File: src/rtl/pipeline_control_unit.sv
// Pipeline control: turns hazard, branch, miss and exception inputs into per-stage
// stall/kill strobes, fetch redirects, a registered load-to-use replay select and perf counters.
module pipeline_control_unit #(
  parameter int unsigned     XLEN             = 32,
  parameter logic [XLEN-1:0] TRAP_VECTOR      = 32'h0000_2000,
  parameter int unsigned     EXC_FLUSH_CYCLES = 2,
  parameter int unsigned     CNT_WIDTH        = 32
) (
  input  logic                 clk,
  input  logic                 rst,
  input  logic                 load_to_use_hazard,
  input  logic                 ltu_dep_src1,
  input  logic                 ltu_dep_src2,
  input  logic                 branch_taken_exe,
  input  logic [XLEN-1:0]      branch_target_exe,
  input  logic                 fetch_busy,
  input  logic                 mem_busy,
  input  logic                 exc_valid_mem,
  output logic                 stall_fetch,
  output logic                 stall_dec,
  output logic                 stall_exe,
  output logic                 stall_mem,
  output logic                 kill_fetch,
  output logic                 kill_dec,
  output logic                 kill_exe,
  output logic                 kill_mem,
  output logic                 kill_wb,
  output logic                 redirect_valid,
  output logic [XLEN-1:0]      redirect_pc,
  output logic                 ltu_replay_src1,
  output logic                 ltu_replay_src2,
  output logic [CNT_WIDTH-1:0] stall_cycle_cnt,
  output logic [CNT_WIDTH-1:0] flush_cnt
);

  typedef enum logic [0:0] {StRun, StExcFlush} state_e;

  localparam logic [3:0] FlushLoad = 4'(EXC_FLUSH_CYCLES);

  state_e                 state_q, state_d;
  logic [3:0]             left_q, left_d;
  logic                   rep1_q, rep1_d;
  logic                   rep2_q, rep2_d;
  logic [CNT_WIDTH-1:0]   stall_cnt_q, stall_cnt_d;
  logic [CNT_WIDTH-1:0]   flush_cnt_q, flush_cnt_d;

  // Stage index: 0 fetch, 1 decode, 2 execute, 3 memory, 4 writeback.
  logic [3:0]             stall_c;
  logic [4:0]             kill_c;
  logic                   redir_c;
  logic [XLEN-1:0]        redir_pc_c;

  always_comb begin
    stall_c    = '0;
    kill_c     = '0;
    redir_c    = 1'b0;
    redir_pc_c = '0;
    state_d    = state_q;
    left_d     = left_q;
    rep1_d     = rep1_q;
    rep2_d     = rep2_q;

    if (exc_valid_mem) begin
      // Older instruction in writeback still retires.
      kill_c[3:0] = 4'b1111;
      redir_c     = 1'b1;
      redir_pc_c  = TRAP_VECTOR;
      rep1_d      = 1'b0;
      rep2_d      = 1'b0;
      left_d      = FlushLoad;
      state_d     = StExcFlush;
    end else begin
      unique case (state_q)
        StRun: begin
          if (mem_busy) begin
            stall_c   = 4'b1111;
            kill_c[4] = 1'b1;
          end else if (branch_taken_exe) begin
            kill_c[1:0] = 2'b11;
            redir_c     = 1'b1;
            redir_pc_c  = branch_target_exe;
            rep1_d      = 1'b0;
            rep2_d      = 1'b0;
          end else if (load_to_use_hazard) begin
            stall_c[1:0] = 2'b11;
            kill_c[2]    = 1'b1;
            rep1_d       = ltu_dep_src1;
            rep2_d       = ltu_dep_src2;
          end else begin
            // Pipeline advances: any pending replay is consumed this cycle.
            rep1_d = 1'b0;
            rep2_d = 1'b0;
            if (fetch_busy) begin
              stall_c[0] = 1'b1;
              kill_c[1]  = 1'b1;
            end
          end
        end
        StExcFlush: begin
          stall_c[0] = 1'b1;
          if (mem_busy) begin
            // Decode already holds a bubble; holding it keeps stall and kill exclusive.
            stall_c[3:1] = 3'b111;
            kill_c[4]    = 1'b1;
          end else begin
            kill_c[1] = 1'b1;
            rep1_d    = 1'b0;
            rep2_d    = 1'b0;
          end
          if (left_q <= 4'd1) begin
            state_d = StRun;
          end else begin
            left_d = left_q - 4'd1;
          end
        end
        default: state_d = StRun;
      endcase
    end
  end

  // Combinational strobes are forced low while reset is asserted.
  assign stall_fetch    = rst & stall_c[0];
  assign stall_dec      = rst & stall_c[1];
  assign stall_exe      = rst & stall_c[2];
  assign stall_mem      = rst & stall_c[3];
  assign kill_fetch     = rst & kill_c[0];
  assign kill_dec       = rst & kill_c[1];
  assign kill_exe       = rst & kill_c[2];
  assign kill_mem       = rst & kill_c[3];
  assign kill_wb        = rst & kill_c[4];
  assign redirect_valid = rst & redir_c;
  assign redirect_pc    = (rst && redir_c) ? redir_pc_c : '0;

  always_comb begin
    stall_cnt_d = stall_cnt_q;
    flush_cnt_d = flush_cnt_q;
    if (stall_dec && !(&stall_cnt_q)) begin
      stall_cnt_d = stall_cnt_q + CNT_WIDTH'(1);
    end
    if (redirect_valid && !(&flush_cnt_q)) begin
      flush_cnt_d = flush_cnt_q + CNT_WIDTH'(1);
    end
  end

  always_ff @(posedge clk or negedge rst) begin
    if (!rst) begin
      state_q     <= StRun;
      left_q      <= '0;
      rep1_q      <= 1'b0;
      rep2_q      <= 1'b0;
      stall_cnt_q <= '0;
      flush_cnt_q <= '0;
    end else begin
      state_q     <= state_d;
      left_q      <= left_d;
      rep1_q      <= rep1_d;
      rep2_q      <= rep2_d;
      stall_cnt_q <= stall_cnt_d;
      flush_cnt_q <= flush_cnt_d;
    end
  end

  assign ltu_replay_src1 = rep1_q;
  assign ltu_replay_src2 = rep2_q;
  assign stall_cycle_cnt = stall_cnt_q;
  assign flush_cnt       = flush_cnt_q;

`ifndef SYNTHESIS
  a_dec_excl: assert property (@(posedge clk) disable iff (!rst) !(stall_dec && kill_dec));
  a_exe_excl: assert property (@(posedge clk) disable iff (!rst) !(stall_exe && kill_exe));
  a_mem_excl: assert property (@(posedge clk) disable iff (!rst) !(stall_mem && kill_mem));
  a_left_nz:  assert property (@(posedge clk) disable iff (!rst)
                               (state_q == StExcFlush) |-> (left_q != 4'd0));
`endif

endmodule

File: config.mk
export PLATFORM = sky130hd
export DESIGN_NAME = pipeline_control_unit
export DESIGN_NICKNAME = d
export VERILOG_FILES = /design/src/rtl/pipeline_control_unit.sv
export SDC_FILE = /design/constraint.sdc
export NUM_CORES = 1
export LEC_CHECK = 0
export CAP_MARGIN = 10
export CORE_ASPECT_RATIO = 1.2
export CORE_MARGIN = 5
export CORE_UTILIZATION = 47
export CTS_CLUSTER_SIZE = 10
export DETAILED_ROUTE_END_ITERATION = 8
export PLACE_DENSITY_LB_ADDON = 0.25
export SYNTH_ARGS = -nofsm -noshare
export SYNTH_HDL_FRONTEND = slang
export SYNTH_SLANG_ARGS = --single-unit
File: constraint.sdc
create_clock -name clk -period 4.3 [get_ports clk]
set_input_delay 1.29 -clock clk [delete_from_list [all_inputs] [get_ports clk]]
set_output_delay 1.29 -clock clk [all_outputs]
set_load 0.01 [all_outputs]
==> flow_summary.ini, run 1 <==
[run_status]
outcome = finished, violations left
violations = negative setup slack

[logic_synthesis]
synth-async-reset-ratio = 1.00
synth_commonest_cells = dfrtp_1 (71), xnor2_1 (39), and2_1 (35), nor2_1 (31)
synth_area_mm2 = 0.00369
synth_top_area_frac = 0.481
synthFlopType = dfrtp_1
ys_seq_area_frac = 0.481
synth.most_common_cell = dfrtp_1
syn-instance-count = 365
ys_top_cells_by_area = dfrtp_1 (48%), xnor2_1 (9.3%), and2_1 (5.9%)
yosysTopAreaCell = dfrtp_1
yosysUniqueCellTypes = 49
avgSynthCellArea_um2 = 10.1
synth_edf_count = 0
synth_nets = 410
ys_seq_elements = 71
yosys_warnings = 0

[critical_path]
cp_common_cell = clkdlybuf4s50_1
critPathKind = in2out
path_max_fanout = 6
cp-start-kind = input pin
required_ns = 3.01
crit_chain = clkdlybuf4s50_1, buf_4, nor4b_1, o21a_1, clkdlybuf4s50_1
arrival_ns = 3.01
cp_slowest_cell = clkdlybuf4s50_1
crit_path_end_kind = output pin
cpPeakStageDelay_ns = 0.54

[hold_path]
hold_class = reg2reg

[global_routing]
grt_pass1_vias = 3357
grt_overflow = 0
grt_start_max_net_pins = 69
antenna_found_initial = 0
grt_usage = 0.219
grt_pass1_wl_mm = 17.0

[place]
portBuffers = 148
dp_hpwl_mm = 7.98
routabilityCongestion = 0.877
post-place-ws_ns = -0.0515

[drt]
wl_per_cell_um = 16.5
num_vias = 3305
drt-total-wl_mm = 10.4
drt_pre_antenna_iters = 4
drtIter0Drc = 166
vias_per_cell = 5.27
remaining_drc_errors = 0
postRouteAntennaNets = 0

[clock_tree]
cts.root.buffer_cell = clkbuf_8
clkTransAtPathRegs_ns = 0.08
numCtsBuffers = 9
clk_latency_ns = 0.34
cts_max_path_buffers = 2
cts_sinks = 71
cts_tree = done
htree_levels = 3

[sta]
fmax_ghz = 0.232
hold_viol_final = 0
rsz0062_at_grt = true
layout_min_cycle_time_ns = 4.30
slew_headroom = 0.434
layout_setup_ws_ns = -0.00277
whs_ns = 0.506
worstMarginPinSlew_ns = 0.849
setup_viol = 1
fin_crit_sh = 1.00
slew_violations = 0
skew_ns = 0.0108

[power]
total_power_mw = 1.84
ir_drop_uv = 480
leakagePower_nw = 2.41
pwr_density_cell_mw_per_mm2 = 329

[floorplanning]
row_count = 35
coreArea_mm2 = 0.00766
start_util = 0.482
pin_count = 149
dieArea_mm2 = 0.00974
die_x_um = 90.9
die_y_um = 107

[final_layout]
nNetsFinal = 575
antenna_cells = 0
areaGrowthSynthToFinish_pct = 51.2
layout-drive-gt1-share = 0.101

[job]
maxCapViolCount = 0
[layer usage]
layer / wire [um] / vias to the layer above / track usage
met1: 4150 / 1588 / 0.252
met5: 0 / - / 0
li1: - / 1577 / -
met3: 679 / 8 / 0.0604
met2: 5440 / 132 / 0.402
met4: 106 / 0 / 0.0524
[stage by stage]
step                std cells  instance area (um^2)  setup TNS (ns)  utilization
floorplan                 365                  3690               0            -
detailed placement        611                  5360          -0.182        0.699
global route              627                  5580           -2.02        0.728
finish                    627                  5580        -0.00277        0.728
CTS                       627                  5580               0        0.728
global placement          611                  5360          -0.123        0.699
[area by class of cell]
type                            count  area (um^2)
Multi-Input combinational cell    277         1850
Clock buffer                       11          141
Clock inverter                      5         81.3
Sequential cell                    71         1780
Tap cell                           92          115
Fill cell                         581         2080
Timing Repair Buffer              161         1580
Inverter                           10         37.5
[worst paths after layout]
check,slack [ns],end,start,cells after the start
setup / recovery,-0.003,kill_exe,mem_busy,5
hold / removal,0.51,stall_cycle_cnt[9],stall_cycle_cnt[9],1
setup reg to reg,2.11,flush_cnt[10],state_q,9
hold reg to reg,0.51,stall_cycle_cnt[9],stall_cycle_cnt[9],1
max in group asynchronous,2.43,flush_cnt[2],rst,2
min in group asynchronous,0.78,ltu_replay_src1,rst,1
[worst max-delay path, delay by kind of cell]
| family | cells | cell delay, ns |
|---|---|---|
| simple gates | 1 | 0.39 |
| compound gates | 1 | 0.16 |
| buf+inv | 3 | 1.17 |
[logic make-up after synthesis]
family | Yosys count | share of synthesized area
simple gates | 185 | 0.279
flops | 71 | 0.481
xor+xnor | 59 | 0.140
compound gates | 26 | 0.0566
buf+inv | 17 | 0.0203
fa+ha+maj | 4 | 0.0136
mux | 3 | 0.00915
[state kept, by name (all words and copies together) (netlist names)]
name	cells
flush_cnt	32
stall_cycle_cnt	32
left_q	4
ltu_replay_src1	1
ltu_replay_src2	1
state_q	1
[what timing repair did]
| item | in CTS | in global routing |
|---|---|---|
| hold buffers | 0 | 0 |
| gates resized for setup | 8 | 2 |
| setup endpoints to repair | 15 | 30 |
| pin swaps | 0 | 0 |
| setup buffers | 0 | 0 |
[cells in the final DEF (no fill, tap or decap), types with 2 or more instances in the layout]
cell type / synthesis / routed
and3_1: 6 / 6
nand4_1: 19 / 19
clkbuf_8: 0 / 10
a31oi_1: 2 / 2
nor2b_1: 3 / 3
nor4b_1: 2 / 2
o21a_1: 2 / 2
dlygate4sd2_1: 0 / 6
dfrtp_1: 71 / 71
buf_4: 3 / 12
xnor2_1: 39 / 39
nand3_1: 26 / 26
and2_1: 35 / 35
ha_1: 4 / 4
mux2_2: 3 / 3
or2_2: 2 / 2
clkdlybuf4s50_1: 0 / 140
o21ai_0: 3 / 3
nand2_1: 26 / 26
nor2_1: 31 / 30
a22oi_1: 2 / 2
nor3_1: 10 / 10
and4_1: 2 / 2
a21oi_1: 7 / 7
inv_1: 10 / 10
xor2_1: 20 / 20
nand2b_1: 2 / 2
nor4_1: 6 / 6
a31oi_2: 3 / 3
bufinv_16: 0 / 2
[power breakdown]
group | internal (mW) | total [mW] | switching (mW)
combinational | 0.235 | 0.410 | 0.175
clock | 0.343 | 0.592 | 0.250
sequential | 0.740 | 0.833 | 0.0927
(Power assumes the default switching activity.)
==> run 2, diff against run 1 <==
- CORE_MARGIN: 5 -> not set
==> flow_summary.ini, run 2 (synthesis results as in run 1) <==
[clock_tree]
clkTransAtPathRegs_ns = 0.07
cts_tree = done
numCtsBuffers = 9
htree_levels = 3
cts_sinks = 71
cts.root.buffer_cell = clkbuf_8
cts_max_path_buffers = 2
clk_latency_ns = 0.34

[floorplanning]
coreArea_mm2 = 0.00766
start_util = 0.482
die_x_um = 82.9
row_count = 35
die_y_um = 99.1
pin_count = 149
dieArea_mm2 = 0.00822

[drt]
num_vias = 3367
drt-total-wl_mm = 10.1
drtIter0Drc = 112
drt_pre_antenna_iters = 5
remaining_drc_errors = 0
vias_per_cell = 5.35
wl_per_cell_um = 16.1
postRouteAntennaNets = 0

[power]
leakagePower_nw = 2.52
p_sw_frac = 0.277
p_int_mw = 1.38
p_clk_frac = 0.343
p_comb_frac = 0.220
p_switching_uw = 529
p_seq_frac = 0.437
pwr_density_cell_mw_per_mm2 = 343
ir_drop_uv = 330

[place]
post-place-ws_ns = -0.0988
routabilityCongestion = 0.822
portBuffers = 148
dp_hpwl_mm = 7.57

[critical_path]
crit_path_end_kind = output pin
cpPeakStageDelay_ns = 0.55
path_max_fanout = 6
cp_slowest_cell = clkdlybuf4s50_1
cp.buffers_inverters = 3
cp_common_cell = clkdlybuf4s50_1
cp-start-kind = input pin
crit_chain = clkdlybuf4s50_1, buf_4, nor4b_2, o21a_1, clkdlybuf4s50_1
path_delay_family = buffers and inverters
arrival_ns = 2.94
required_ns = 3.01
critPathKind = in2out

[hold_path]
hold_class = reg2reg

[final_layout]
areaGrowthSynthToFinish_pct = 50.7
layout-drive-gt1-share = 0.132
fill_cells = 594
mostFrequentLayoutCell = clkdlybuf4s50_1
multi_input_area_mm2 = 0.00185
antenna_cells = 0
final_cell_mix = clkdlybuf4s50_1 (113), dfrtp_1 (71), xnor2_1 (39)
ff_latch_area_mm2 = 0.00178
nNetsFinal = 577

[sta]
worstMarginPinSlew_ns = 0.694
setup_tns_ns = 0
whs_ns = 0.495
rsz0062_at_grt = true
fmax_ghz = 0.236
hold_viol_final = 0
slew_headroom = 0.533
layout_setup_ws_ns = 0.0667
slew_violations = 0
fin_crit_sh = 0.984
setup_viol = 0
skew_ns = 0.0127
layout_min_cycle_time_ns = 4.23

[job]
maxCapViolCount = 0

[global_routing]
grt_pass1_vias = 3346
grt_start_max_net_pins = 42
antenna_found_initial = 0
grt_pass1_wl_mm = 16.5
grt_usage = 0.251
grt_overflow = 0

[run_status]
outcome = finished clean
==> run 2: metrics by stage <==
step / total power [mW] / utilization / cells / area, um^2
floorplan: 1.02 / - / 365 / 3690
global placement: 1.24 / 0.699 / 611 / 5360
detailed placement: 1.26 / 0.699 / 611 / 5360
CTS: 1.92 / 0.735 / 629 / 5640
global route: 2.00 / 0.726 / 629 / 5560
finish: 1.91 / 0.726 / 629 / 5560
==> run 2: repair_timing <==
| item | 4_1_cts | 5_1_grt |
|---|---|---|
| gates cloned | 1 | 0 |
| setup endpoints to repair | 34 | 17 |
| resized for setup | 51 | 16 |
| buffers inserted | 1 | 0 |
| hold buffers | 0 | 0 |
| endpoints found under the hold margin | 0 | 0 |
| pin swaps | 1 | 1 |
==> run 2: routing by layer <==
| layer | vias to the layer above | global-route usage | wire length, um |
|---|---|---|---|
| met5 | - | 0 | 0 |
| met4 | 0 | 0.122 | 351 |
| li1 | 1582 | - | - |
| met1 | 1628 | 0.267 | 3740 |
| met3 | 22 | 0.0755 | 746 |
| met2 | 135 | 0.455 | 5290 |
==> run 2: path summary, 6_finish.rpt <==
kind                                          start                   to  slack [ns]  depth (start not counted)
worst max-delay path                       mem_busy             kill_exe        0.07                          5
worst min-delay path            stall_cycle_cnt[15]  stall_cycle_cnt[15]        0.50                          1
worst max register to register              state_q  stall_cycle_cnt[29]        2.08                          7
worst min register to register  stall_cycle_cnt[15]  stall_cycle_cnt[15]        0.50                          1
max in group asynchronous                       rst        flush_cnt[22]        2.82                          2
min in group asynchronous                       rst  stall_cycle_cnt[21]        0.76                          1
==> run 2: worst register-to-register path: stages (launching register included) <==
cell and delay [ns]:
dfrtp_1 0.48, or3b_4 0.46, a21oi_4 0.22, buf_4 0.19
nand2_4 0.06, a211oi_4 0.37, nand4_1 0.17, xnor2_1 0.16
==> run 2: cell type report <==
type,count,area share
Clock buffer,11,0.0254
Clock inverter,5,0.0187
Inverter,10,0.00675
Multi-Input combinational cell,277,0.333
Sequential cell,71,0.319
Tap cell,92,0.0207
Timing Repair Buffer,163,0.276
==> run 2: power groups by stage <==
| stage | combinational (mW) | clock [mW] | sequential [mW] |
|---|---|---|---|
| after floorplan | 0.168 | 0 | 0.848 |
| after global placement | 0.402 | 0 | 0.839 |
| after detailed placement | 0.418 | 0 | 0.843 |
| after CTS | 0.423 | 0.663 | 0.833 |
| after global routing | 0.467 | 0.688 | 0.848 |
| final | 0.420 | 0.655 | 0.835 |
